### src/rtl/pipe_ctrl_pkg.sv
// rtl/pipe_ctrl_pkg.sv - shared stall vectors, FSM states and PC width for pipe_ctrl
package pipe_ctrl_pkg;

    localparam int PC_W = 32;

    localparam logic [5:0] STALL_NONE = 6'b000000;
    localparam logic [5:0] STALL_ID   = 6'b000111;
    localparam logic [5:0] STALL_EX   = 6'b001111;
    localparam logic [5:0] STALL_MEM  = 6'b011111;
    localparam logic [5:0] STALL_ALL  = 6'b111111;

    typedef enum logic [1:0] {
        ST_RUN,
        ST_STALL,
        ST_PEND,
        ST_FLUSH
    } state_t;

    // Deepest requesting stage wins: holding a later stage must also hold everything before it.
    function automatic logic [5:0] stall_prio(input logic req_id, input logic req_ex, input logic req_mem);
        if (req_mem)
            return STALL_MEM;
        else if (req_ex)
            return STALL_EX;
        else if (req_id)
            return STALL_ID;
        else
            return STALL_NONE;
    endfunction

endpackage

### src/rtl/pipe_ctrl_perf.sv
// rtl/pipe_ctrl_perf.sv - saturating stall/flush performance counters
module pipe_ctrl_perf
    import pipe_ctrl_pkg::*;
(
    input  logic        clk,
    input  logic        rst,
    input  logic        stall_any,
    input  logic        flush_any,
    output logic [31:0] perf_stall_cnt,
    output logic [31:0] perf_flush_cnt
);

    always_ff @(posedge clk or negedge rst) begin
        if (!rst) begin
            perf_stall_cnt <= 32'h0;
            perf_flush_cnt <= 32'h0;
        end else begin
            if (stall_any && perf_stall_cnt != 32'hFFFF_FFFF)
                perf_stall_cnt <= perf_stall_cnt + 32'h1;
            if (flush_any && perf_flush_cnt != 32'hFFFF_FFFF)
                perf_flush_cnt <= perf_flush_cnt + 32'h1;
        end
    end

endmodule

### src/rtl/pipe_ctrl.sv
// rtl/pipe_ctrl.sv - pipeline stall/flush controller with stall watchdog
// Optional perf counters enabled by defining PIPE_CTRL_PERF_EN.
module pipe_ctrl
    import pipe_ctrl_pkg::*;
#(
    parameter int STALL_LIMIT = 1024
) (
    input  logic            clk,
    input  logic            rst,
    input  logic            stallreq_id,
    input  logic            stallreq_ex,
    input  logic            stallreq_mem,
    input  logic            flush_req,
    input  logic [PC_W-1:0] flush_pc,
    output logic [5:0]      stall,
    output logic            flush,
    output logic [PC_W-1:0] new_pc,
    output logic            stall_timeout,
    output logic [31:0]     perf_stall_cnt,
    output logic [31:0]     perf_flush_cnt
);

    localparam int CW = $clog2(STALL_LIMIT + 1);
    localparam logic [CW-1:0] LIMIT_V = CW'(STALL_LIMIT);

    state_t          state, next_state;
    logic [5:0]      stall_c;
    logic            latch_pc;
    logic [PC_W-1:0] pc_q;
    logic [CW-1:0]   wd_cnt, wd_next;
    logic            timeout_q;
    logic            stall_any;

    always_ff @(posedge clk or negedge rst) begin
        if (!rst) begin
            state <= ST_RUN;
            pc_q  <= '0;
        end else begin
            state <= next_state;
            if (latch_pc)
                pc_q <= flush_pc;
        end
    end

    always_comb begin
        next_state = state;
        stall_c    = STALL_NONE;
        latch_pc   = 1'b0;
        case (state)
            ST_RUN, ST_STALL: begin
                if (flush_req) begin
                    latch_pc = 1'b1;
                    if (stallreq_mem) begin
                        stall_c    = STALL_MEM;
                        next_state = ST_PEND;
                    end else begin
                        stall_c    = STALL_ALL;
                        next_state = ST_FLUSH;
                    end
                end else begin
                    stall_c    = stall_prio(stallreq_id, stallreq_ex, stallreq_mem);
                    next_state = (stallreq_id || stallreq_ex || stallreq_mem) ? ST_STALL : ST_RUN;
                end
            end
            // Flush waits for the bus; later flush requests are dropped so the first PC wins.
            ST_PEND: begin
                if (stallreq_mem) begin
                    stall_c = STALL_MEM;
                end else begin
                    stall_c    = STALL_ALL;
                    next_state = ST_FLUSH;
                end
            end
            ST_FLUSH: next_state = ST_RUN;
            default:  next_state = ST_RUN;
        endcase
    end

    assign stall     = rst ? stall_c : STALL_NONE;
    assign stall_any = (stall != STALL_NONE);
    assign flush     = (state == ST_FLUSH);
    assign new_pc    = pc_q;

    assign wd_next = !stall_any ? '0 : (wd_cnt >= LIMIT_V) ? wd_cnt : wd_cnt + CW'(1);

    always_ff @(posedge clk or negedge rst) begin
        if (!rst) begin
            wd_cnt    <= '0;
            timeout_q <= 1'b0;
        end else begin
            wd_cnt <= wd_next;
            if (wd_next >= LIMIT_V)
                timeout_q <= 1'b1;
        end
    end

    assign stall_timeout = timeout_q;

`ifdef PIPE_CTRL_PERF_EN
    pipe_ctrl_perf u_perf (
        .clk            (clk),
        .rst            (rst),
        .stall_any      (stall_any),
        .flush_any      (flush),
        .perf_stall_cnt (perf_stall_cnt),
        .perf_flush_cnt (perf_flush_cnt)
    );
`else
    assign perf_stall_cnt = 32'h0;
    assign perf_flush_cnt = 32'h0;
`endif

endmodule

### config.mk
export PLATFORM = sky130hd
export DESIGN_NAME = pipe_ctrl
export DESIGN_NICKNAME = d
export VERILOG_FILES = /design/src/rtl/pipe_ctrl_pkg.sv /design/src/rtl/pipe_ctrl_perf.sv /design/src/rtl/pipe_ctrl.sv
export SDC_FILE = /design/constraint.sdc
export NUM_CORES = 1
export LEC_CHECK = 0
export CAP_MARGIN = 15
export CELL_PAD_IN_SITES_DETAIL_PLACEMENT = 2
export CELL_PAD_IN_SITES_GLOBAL_PLACEMENT = 2
export CORE_ASPECT_RATIO = 1.1
export CORE_MARGIN = 10
export CORE_UTILIZATION = 22
export DETAILED_ROUTE_END_ITERATION = 16
export GPL_ROUTABILITY_DRIVEN = 0
export GPL_TIMING_DRIVEN = 0
export PLACE_DENSITY_LB_ADDON = 0.1
export SYNTH_ARGS = -nofsm -noshare
export SYNTH_HDL_FRONTEND = slang
export SYNTH_SLANG_ARGS = --single-unit
### constraint.sdc
create_clock -name clk -period 2.1 [get_ports clk]
set_clock_uncertainty 0.05 [all_clocks]
set_input_delay 0.63 -clock clk [delete_from_list [all_inputs] [get_ports clk]]
set_output_delay 0.63 -clock clk [all_outputs]
set_load 0.01 [all_outputs]
Word-level counts from Yosys, hierarchy flattened
Cells that the tools add are included.
{"block": "op_classes", "n_eq_ne": 4, "reduce_logical": 5, "n_addsub": 1, "n_mux": 16, "order_cmp": 2}
{"operator": "$ge 11x11->1 const B", "count": 2}
{"operator": "$mux 11", "count": 2}
{"operator": "$mux 6", "count": 3}
{"operator": "$pmux 6 s2", "count": 1}
{"operator": "$add 11x1->11 const B", "count": 1}
{"operator": "$pmux 2 s3", "count": 1}
{"operator": "$reduce_bool 6->1", "count": 1}
{"operator": "$mux 5", "count": 1}
{"operator": "$eq 2x2->1 const B", "count": 2}
{"operator": "$mux 1", "count": 4}
{"operator": "$mux 2", "count": 2}
{"operator": "$mux 4", "count": 1}
{"operator": "$mux 3", "count": 1}
{"operator": "$eq 2x1->1 const B", "count": 1}
{"operator": "$logic_not 2->1", "count": 1}
{"operator": "$logic_or 1x1->1", "count": 2}
{"operator": "$ne 2x2->1 const B", "count": 1}
{"operator": "$reduce_or 2->1", "count": 1}
{"block": "word_totals", "in_bits": 38, "out_inout_bits": 104, "word_cells": 32, "regBits": 46}

Depth between registers and ports, before layout
Gate-level depths: netlist of run 1.
{"block": "logic_depth", "depth_word": 9, "mapped_depth": 5, "ltp_nobuf": 4}

Worst setup path before layout of run 1
Ideal clock, no wire load.
{"block": "synth_timing", "path_type": "input-to-output", "from": "input rst", "to": "output stall[1]", "cell_stages": 5, "required_time_ns": 1.420, "setup_slack_ns": -0.022, "n_path_buf": 2, "arrival_time_ns": 1.442, "path_cell_list": "a21bo_2 > a21o_2 > buf_6 > inv_1 > buf_4"}
{"block": "synth_via", "elab_chain_cells": 1}
{"item": "from (decl)", "line_no": "pipe_ctrl.sv:9", "rtl": "input logic rst,"}
{"item": "$mux 6", "line_no": "pipe_ctrl.sv:79", "rtl": "assign stall = rst ? stall_c : STALL_NONE;"}
{"item": "to (decl)", "line_no": "pipe_ctrl.sv:15", "rtl": "output logic [5:0] stall,"}
Every way passes these cells.

Final worst setup path of run 1
{"block": "layout_timing", "from": "register state[1]", "to": "output stall[2]"}
{"block": "layout_via", "elab_chain_cells": 4, "word_cells_on_any_way": 6, "classes_between": "eq/ne (2); mux (2); reduce/logical (2)"}
{"item": "from (decl)", "line_no": "pipe_ctrl.sv:26", "rtl": "state_t state, next_state;"}
{"item": "from (signal assigned)", "line_no": "pipe_ctrl.sv:39", "rtl": "state <= next_state;"}
{"item": "$eq 2x1->1 or $logic_not 2->1 (tied branches)", "line_no": "pipe_ctrl.sv:49", "rtl": "case (state)"}
{"item": "$reduce_or 2->1", "line_no": "pipe_ctrl.sv:49"}
{"item": "$pmux 6 s2 *", "line_no": "pipe_ctrl.sv:49"}
{"item": "$mux 6 *", "line_no": "pipe_ctrl.sv:79"}
Mark *: on every way between the ends. The rest lies on a longest branch, timed or not.

==> results of run 1 <==
[worst reg2reg max path, cell delays in order (launching register included)]
cell and delay [ns]:
dfrtp_2 0.44, buf_12 0.14, nor2b_1 0.11, clkbuf_1 0.23
buf_2 0.31, mux2_2 0.38
[layout make-up]
cell class,count,area (sq um)
fillers,1188,6815
flip-flops and latches,46,1152
multi-input cells,150,988.4
repair buffers,92,924.6
plain buffers,70,521.8
well taps,147,183.9
clock buffers,6,138.9
clock inverters,2,60.06
inverters,6,25.02
[final timing paths]
check / start / to / slack (ns) / cells past startpoint
max in group asynchronous: rst / new_pc[16]$_DFFE_PN0P_ / 1.39 / 3
min in group clk: stall_timeout$_DFFE_PN0P_ / stall_timeout$_DFFE_PN0P_ / 0.43 / 1
worst min-delay path: rst / new_pc[11]$_DFFE_PN0P_ / 0.22 / 1
worst min register to register: stall_timeout$_DFFE_PN0P_ / stall_timeout$_DFFE_PN0P_ / 0.43 / 1
worst max-delay path: state[1]$_DFFE_PN0P_ / stall[2] / 0.02 / 5
worst max register to register: state[1]$_DFFE_PN0P_ / new_pc[16]$_DFFE_PN0P_ / 0.32 / 5
[per-layer routing]
layer  track usage  wire [um]  share of wire
met1        0.1170       3380           0.44
met2        0.1674       3889           0.50
met3       0.03328        446          0.058
met4       0.01278         38         0.0049
met5             0          0              0
[metrics by stage]
stage | instance area (sq um) | std cells | utilization
after floorplan | 2649 | 273 | -
after global placement | 3603 | 497 | 0.3333
after detailed placement | 3618 | 498 | 0.3347
after CTS | 4010 | 520 | 0.3709
after global routing | 3995 | 519 | 0.3696
final | 3995 | 519 | 0.3696
[kinds of logic (layout without fill, tap and decap cells)]
logic type | after synthesis | count (layout) | share of synthesized area
DFF | 46 | 46 | 0.4772
xor gates and xnor gates | 3 | 3 | 0.01089
adders and majority gates | 2 | 2 | 0.01037
and+or+nand+nor | 29 | 29 | 0.07002
buffers and inverters | 77 | 176 | 0.2272
AOI/OAI and AO/OA | 19 | 19 | 0.04927
other | 1 | 64 | 0.001555
muxes | 33 | 33 | 0.1535
[repair_timing]
| item | 4_1_cts | 5_1_grt |
|---|---|---|
| setup buffers | 13 | 0 |
| cloned | 1 | 0 |
| hold buffers | 0 | 0 |
| setup endpoints to repair | 7 | 4 |
| gates resized for setup | 60 | 2 |
| pin swaps | 4 | 1 |
[sequential cells by signal (all words and copies together) (netlist names)]
register	cells
stall_timeout	1
state	2
new_pc	32
wd_cnt	11
[power breakdown]
part	leakage [nW]	switching [mW]	total, mW	internal [mW]
combinational	1.26	0.770	1.93	1.16
clock	0.0971	0.327	1.04	0.714
sequential	0.560	0.196	1.43	1.24
total	1.91	1.29	4.41	3.11
[placed cells by master (no fill, tap or decap), types with 2 or more instances in the layout]
cell and n:
a21oi_1 9, buf_12 2, buf_2 9, buf_4 76
buf_6 5, bufinv_16 2, clkbuf_16 5, clkdlybuf4s50_1 65
conb_1 64, dfrtp_1 45, ha_1 2, inv_1 5
mux2_1 2, mux2_2 30, nand2_1 3, nand3_1 2
nor2_1 7, o21ai_0 3, o31ai_1 3, or3_1 2
or4_1 3, xor2_1 3
==> results by group, run 1 <==
Run status
  • Status: finished clean

Yosys
  • Most common cell in the netlist: buf_4
  • Synth Flop Type: dfrtp_1
  • Share of the synthesized area in the top cell type: 0.4772
  • Yosys top cell by area: dfrtp_1
  • Gate Count Post-Synth: 210
  • Synth top cells by count: buf_4 (66), dfrtp_1 (46), mux2_2 (30)
  • Synth unique cells: 32
  • Register area share after synthesis: 0.4772
  • Number of flops mapped to enable cells by yosys: 0
  • Seq cells post-synth: 46
  • Dominant cells by area after synthesis: dfrtp_1 (48%), buf_4 (21%), mux2_2 (14%)
  • FFs w/ async S/R, synth: 1.000
  • Number of synthesis warnings: 0
  • Avg Inst Size Synth: 11.49 sq um
  • Area of the mapped netlist: 0.002412 sq mm

Drt
  • Antenna Nets Post-Route: 0
  • Total Wirelength: a little under 8000 um
  • # DRC: 0
  • Via-per-instance ratio: 3.663
  • Via Count: 1901
  • Initial DRC count: 43
  • TritonRoute pass-1 iters: 4
  • Wire per inst: 14.94 um

Floorplan
  • I/O Pins: approximately 140
  • DIE AREA: 0.01556 sq mm
  • Die Y: 129.8 um
  • Die width: 119.8 um
  • Rows: 40
  • Initial Util: 0.2231
  • Core ar.: 0.01081 sq mm

Timing
  • Min Hold Slack: 0.2222 ns
  • Final setup viols: 0
  • Period utilization: 0.9899
  • Final worst slack: 0.02130 ns
  • Final worst path period need: between 2 and 2.5 ns
  • RSZ-0062 raised after global routing: yes
  • Peak Freq: just under 0.5 GHz
  • Pins Over Slew Limit: 0
  • Endpoints failing hold: 0
  • Setup_tns: 0 ns

Clock network
  • Clock sink count: 46
  • Clock slew at reported path FFs: 0.07 ns
  • CTS tree: done
  • Total CTS buffers: 5
  • Clock Root Buffer: clkbuf_16
  • Worst skew pair latency: 0.28 ns
  • Max clock buf depth: 2
  • H-tree levels: 2

Place
  • PortBufs: between 70 and 80
  • Dpl hpwl: 6153 um
  • Place WS: -1.146 ns

Worst setup path
  • CP Data Required Time: between 1 and 1.5 ns
  • Buffers & Inverters on Critical Path: 3
  • CP Cell Sequence: a21bo_4 > a21o_4 > inv_4 > buf_6 > buf_6
  • Critical-path maximum fanout: 3
  • Top delay family on crit path: flip-flops
  • Startpoint Class: register
  • Most frequent CP cell: buf_6
  • Critical path endpoint category: output port
  • Slowest-stage cell, CP: dfrtp_2
  • WS Path Type: reg -> out
  • Worst path arrival time: around 1.4 ns
  • Slowest cell delay on critical path: 0.44 ns

Global routing
  • Vias in the first global route: 2109
  • First-pass GRT wire length: 12010 um
  • Largest net degree at the start of global routing: 25
  • Remaining Overflow, GRT: 0
  • Initial antenna violation count: 0
  • GR Util All Layers: 0.09694

Layout
  • Synthesis-to-finish area growth: 65.61%
  • Post-layout net count: 411
  • Share of cells above drive strength 1: 0.3871
  • ANT cells: 0

Power and ir drop
  • Total power: 4.405 mW
  • Peak supply drop: 0.4019 mV
  • Power Density: 1103 mW/mm^2
  • Lkg Pwr: approximately 1.9 nW

Flow run
  • Max-cap viol count: 0

Min path
  • Class of the worst hold path: in -> async
Note: power is estimated with default switching activity, not from simulation.
==> run 2: changes to the inputs <==
CORE_ASPECT_RATIO = 1.25   (was 1.1)
==> run 2 against run 1 <==
Compared with the run above: worst hold slack lost 0.0071 ns; worst setup slack better by 0.0018 ns; register-to-register slack worse by 0.02 ns; total power is 5.0% lower; flip-flop and latch count is the same.
==> results by group, run 2 (synthesis gave the netlist of run 1 again) <==
Drt
  • WL met2: 3905 um
  • Routed wl met3: about 630 um
  • # DRC: 0
  • Wire per inst: 15.60 um
  • Total Wirelength: 7909 um
  • Initial DRC count: 56
  • Via-per-instance ratio: 3.864
  • DRT met1 WL: 3306 um
  • TritonRoute pass-1 iters: 3
  • Uppermost layer routed: met4
  • Antenna Nets Post-Route: 0
  • Via Count: between 1.5k and 2k

Layout
  • Final core utilization: 0.3693
  • Commonest non-fill, non-tap cell in the layout: buf_4
  • Synthesis-to-finish area growth: 63.33%
  • Max reg flops: 32
  • Post-route cell area: 0.003940 sq mm
  • ANT cells: 0
  • Commonest cells after routing, fill and taps aside: buf_4 (80), clkdlybuf4s50_1 (65), conb_1 (64)
  • Share of cells above drive strength 1: 0.3920
  • Post-layout net count: roughly 410
  • Layout Cells excl Fill: between 500 and 600

Worst setup path
  • Startpoint Class: register
  • CP Data Required Time: 1.42 ns
  • Worst path arrival time: 1.40 ns
  • WS Path Type: reg -> out
  • Reg2Reg Setup Slack: 0.30 ns
  • Slowest-stage cell, CP: dfrtp_2
  • Most frequent CP cell: buf_6
  • Slowest cell delay on critical path: 0.43 ns
  • Top delay family on crit path: compound AO/OA/AOI/OAI gates
  • Buffers & Inverters on Critical Path: 3
  • CP Cell Sequence: a21bo_4 > a21o_4 > inv_4 > buf_6 > buf_6
  • Critical path endpoint category: output port
  • Critical-path maximum fanout: 4

Floorplan
  • Die Y: 137.1 um
  • I/O Pins: 142
  • Rows: 42
  • DIE AREA: between 0.015 and 0.02 sq mm
  • Core ar.: 0.01067 sq mm
  • Initial Util: 0.2261
  • Die width: roughly 110 um

Clock network
  • Max clock buf depth: 2
  • CTS Hold Bufs: 0
  • Clock sink count: 46
  • H-tree levels: 2
  • Total CTS buffers: 5
  • Worst skew pair latency: 0.28 ns
  • Clock slew at reported path FFs: about 0.07 ns
  • CTS tree: done
  • Clock Root Buffer: clkbuf_16

Timing
  • Final setup viols: 0
  • Min Hold Slack: 0.2151 ns
  • Pins Over Slew Limit: 0
  • Period utilization: 0.9890
  • Endpoints failing hold: 0
  • Peak Freq: about 0.48 GHz
  • Final worst path period need: 2.077 ns
  • RSZ-0062 raised after global routing: yes

Run status
  • Status: finished clean

Power and ir drop
  • Peak supply drop: 0.3268 mV
  • Lkg Pwr: 1.905 nW
  • Power Density: 1063 mW/mm^2

Flow run
  • Max-cap viol count: 0

Place
  • PortBufs: 77
  • Dpl hpwl: between 5000 and 6000 um
  • Dpl cells: 483
  • Cell area after placement: 0.003600 sq mm

Global routing
  • GR Util All Layers: 0.09775
  • Initial antenna violation count: 0
  • Remaining Overflow, GRT: 0
  • Largest net degree at the start of global routing: 15
  • First-pass GRT wire length: 12030 um
  • Vias in the first global route: 2114

Min path
  • Class of the worst hold path: in -> async
## run 2: what timing repair did
item | in CTS | in global routing
gates resized for setup | 57 | 3
pin swaps | 3 | 4
gates cloned | 2 | 0
setup buffers | 14 | 3
endpoints found under the setup margin | 7 | 6
## run 2: final timing paths
check / startpoint / endpoint / depth (start not counted)
hold / removal: rst / new_pc[18]$_DFFE_PN0P_ / 1
setup / recovery: state[1]$_DFFE_PN0P_ / stall[2] / 5
max in group asynchronous: rst / state[1]$_DFFE_PN0P_ / 3
setup reg to reg: state[1]$_DFFE_PN0P_ / new_pc[16]$_DFFE_PN0P_ / 5
hold reg to reg: stall_timeout$_DFFE_PN0P_ / stall_timeout$_DFFE_PN0P_ / 1
min in group clk: stall_timeout$_DFFE_PN0P_ / stall_timeout$_DFFE_PN0P_ / 1
## run 2: cell type report
| type | count | area [sq um] |
|---|---|---|
| fill | 1179 | 6728 |
| sequential | 46 | 1152 |
| multi-input combinational | 150 | 989.7 |
| timing repair buffer | 95 | 934.6 |
| buffer | 70 | 521.8 |
| tap | 132 | 165.2 |
| clock buffer | 6 | 138.9 |
| inverter | 6 | 25.02 |
| clock inverter | 2 | 12.51 |
## run 2: layer usage
metal | global-route usage | vias up
met4 | 0.02542 | 0
li1 | - | 900
met2 | 0.1635 | 90
met1 | 0.1133 | 963
met3 | 0.03898 | 6
met5 | 0 | -
## run 2: report_power, final
group / leakage [nW] / total, mW / switching (mW) / internal, mW
logic: 1.27 / 1.95 / 0.784 / 1.17
registers: 0.560 / 1.43 / 0.194 / 1.24
clock network: 0.0729 / 0.804 / 0.333 / 0.471
total: 1.90 / 4.19 / 1.31 / 2.88
## run 2: stage by stage
step	power, mW	setup WS (ns)	setup TNS [ns]
floorplan	2.270	0.03470	0
global placement	3.234	-2.865	-99.25
detailed placement	3.301	-1.378	-17.94
CTS	4.256	-0.1585	-0.4268
global route	4.469	-0.02420	-0.04615
finish	4.186	0.02307	0
==> run 3: changes to the inputs <==
clock period = 2.25 ns   (was 2.1 ns; I/O delays follow)
==> run 3 against run 2 <==
Compared with the run above: routed wire length is 3.6% lower; flip-flop and latch count stayed put; non-clock buffer count is 4 lower; via count is 2.6% lower; design area is 1.3% lower; worst setup slack better by 0.055 ns; first-iteration DRC count is 46% lower; die area stayed put; critical path depth stayed put; combinational power is 9% lower; cell count is 0.79% lower; global-route usage is 0.13 points lower.
==> results by group, run 3 (synthesis gave the netlist of run 1 again) <==
Power and ir drop
  • Total power: 3.940 mW
  • Peak supply drop: 0.3770 mV
  • Lkg Pwr: about 1.9 nW
  • Power Density: 1013 mW/mm^2

Drt
  • Via Count: approximately 1.9k
  • # DRC: 0
  • Total Wirelength: around 7600 um
  • Antenna Nets Post-Route: 0
  • Initial DRC count: 30
  • Via-per-instance ratio: approximately 3.8
  • TritonRoute pass-1 iters: 4
  • Wire per inst: about 15 um

Worst setup path
  • Slowest-stage cell, CP: clkdlybuf4s15_1
  • Top delay family on crit path: buffers and inverters
  • Critical path endpoint category: output port
  • WS Path Type: in -> out
  • Critical-path maximum fanout: 4
  • CP Data Required Time: 1.52 ns
  • CP Cell Sequence: buf_2 > nor2_4 > buf_4 > nor3_1 > clkdlybuf4s15_1
  • Slowest cell delay on critical path: 0.28 ns
  • Worst path arrival time: 1.45 ns
  • Startpoint Class: primary input
  • Buffers & Inverters on Critical Path: 3

Global routing
  • GR Util All Layers: 0.09646
  • Remaining Overflow, GRT: 0
  • Largest net degree at the start of global routing: 35
  • Vias in the first global route: 2151
  • Initial antenna violation count: 0
  • First-pass GRT wire length: 12000 um

Layout
  • Max reg flops: 32
  • Storage element area: around 0.0012 sq mm
  • Filler instances: roughly 1.2k
  • Post-route cell area: 0.003887 sq mm
  • Commonest non-fill, non-tap cell in the layout: buf_4
  • Commonest cells after routing, fill and taps aside: buf_4 (78), clkdlybuf4s50_1 (66), conb_1 (64)
  • ANT cells: 0
  • Synthesis-to-finish area growth: 61.15%
  • Share of cells above drive strength 1: 0.3747
  • Multi-input logic area: about 990 sq um
  • Post-layout net count: between 400 and 500
  • Layout Cells excl Fill: between 500 and 600

Run status
  • Status: finished clean

Timing
  • Final worst path period need: 2.172 ns
  • Peak Freq: 0.4604 GHz
  • Period utilization: 0.9654
  • Pins Over Slew Limit: 0
  • Final setup viols: 0
  • Endpoints failing hold: 0
  • RSZ-0062 raised after global routing: no

Flow run
  • Max-cap viol count: 0

Place
  • Cell area after placement: 0.003600 sq mm
  • Dpl hpwl: about 6000 um
  • PortBufs: 77
  • Dpl cells: 483

Clock network
  • Clock slew at reported path FFs: 0.06 ns
  • H-tree levels: 2
  • CTS tree: done
  • CTS Hold Bufs: 0
  • Total CTS buffers: 5
  • Clock Root Buffer: clkbuf_16
  • Worst skew pair latency: between 0.2 and 0.3 ns
  • Clock sink count: 46
  • Max clock buf depth: 2

Floorplan
  • Die width: 113.7 um
  • Initial Util: 0.2261
  • Rows: 42
  • DIE AREA: 0.01558 sq mm
  • Core ar.: around 0.011 sq mm
  • Die Y: 137.1 um
  • I/O Pins: 142

Min path
  • Class of the worst hold path: in -> async
## run 3: cell count changes in the layout (fill, tap and decap cells not counted), moves of 2 or more
cell	previous run	this run
clkbuf_1	1	3
buf_12	0	2
bufbuf_16	2	0
buf_2	9	7
buf_4	80	78
## run 3: per-layer routing
metal  vias to the layer above  track usage  wire [um]
met1                       930       0.1084       3078
met4                         0      0.02895         77
met5                         -            0          0
li1                        889            -          -
met2                        83       0.1625       3790
met3                         6      0.04030        679
## run 3: path summary, 6_finish.rpt
path                                           start                         to  slack (ns)  cells past startpoint
setup / recovery                           flush_req                   stall[5]        0.08                      5
hold / removal                                   rst     new_pc[29]$_DFFE_PN0P_        0.28                      2
setup reg to reg                state[1]$_DFFE_PN0P_     new_pc[22]$_DFFE_PN0P_        0.52                      5
hold reg to reg            stall_timeout$_DFFE_PN0P_  stall_timeout$_DFFE_PN0P_        0.43                      1
max in group asynchronous                        rst     new_pc[10]$_DFFE_PN0P_        1.43                      3
min in group clk           stall_timeout$_DFFE_PN0P_  stall_timeout$_DFFE_PN0P_        0.43                      1
## run 3: layout make-up
type	instances	area share
Buffer	70	0.1323
Tap cell	132	0.04248
Sequential cell	46	0.2964
Clock buffer	7	0.03412
Timing Repair Buffer	91	0.2253
Multi-Input combinational cell	150	0.2552
Clock inverter	1	0.007724
Inverter	6	0.006437
## run 3: power by group
group | internal (mW) | switching [mW] | total (mW)
combinational | 1.07 | 0.712 | 1.78
sequential | 1.16 | 0.179 | 1.33
clock | 0.525 | 0.300 | 0.826
total | 2.75 | 1.19 | 3.94
## run 3: repair_timing
action                                  CTS  global route
cloned                                    0             0
resized for setup                        50             7
endpoints found under the setup margin    6             5
setup buffers                            13             0
pin swaps                                 3             3
## run 3: metrics by stage
step	setup WS (ns)	utilization	hold WS (ns)	setup TNS [ns]
5_1_grt	0.02684	0.3644	0.2769	0
4_1_cts	0.003365	0.3658	0.2700	0
3_3_place_gp	-2.825	0.3360	0.4141	-88.10
3_5_place_dp	-1.001	0.3374	0.4196	-9.184
6_report	0.07787	0.3644	0.2755	0
2_1_floorplan	0.03776	-	0.3294	0
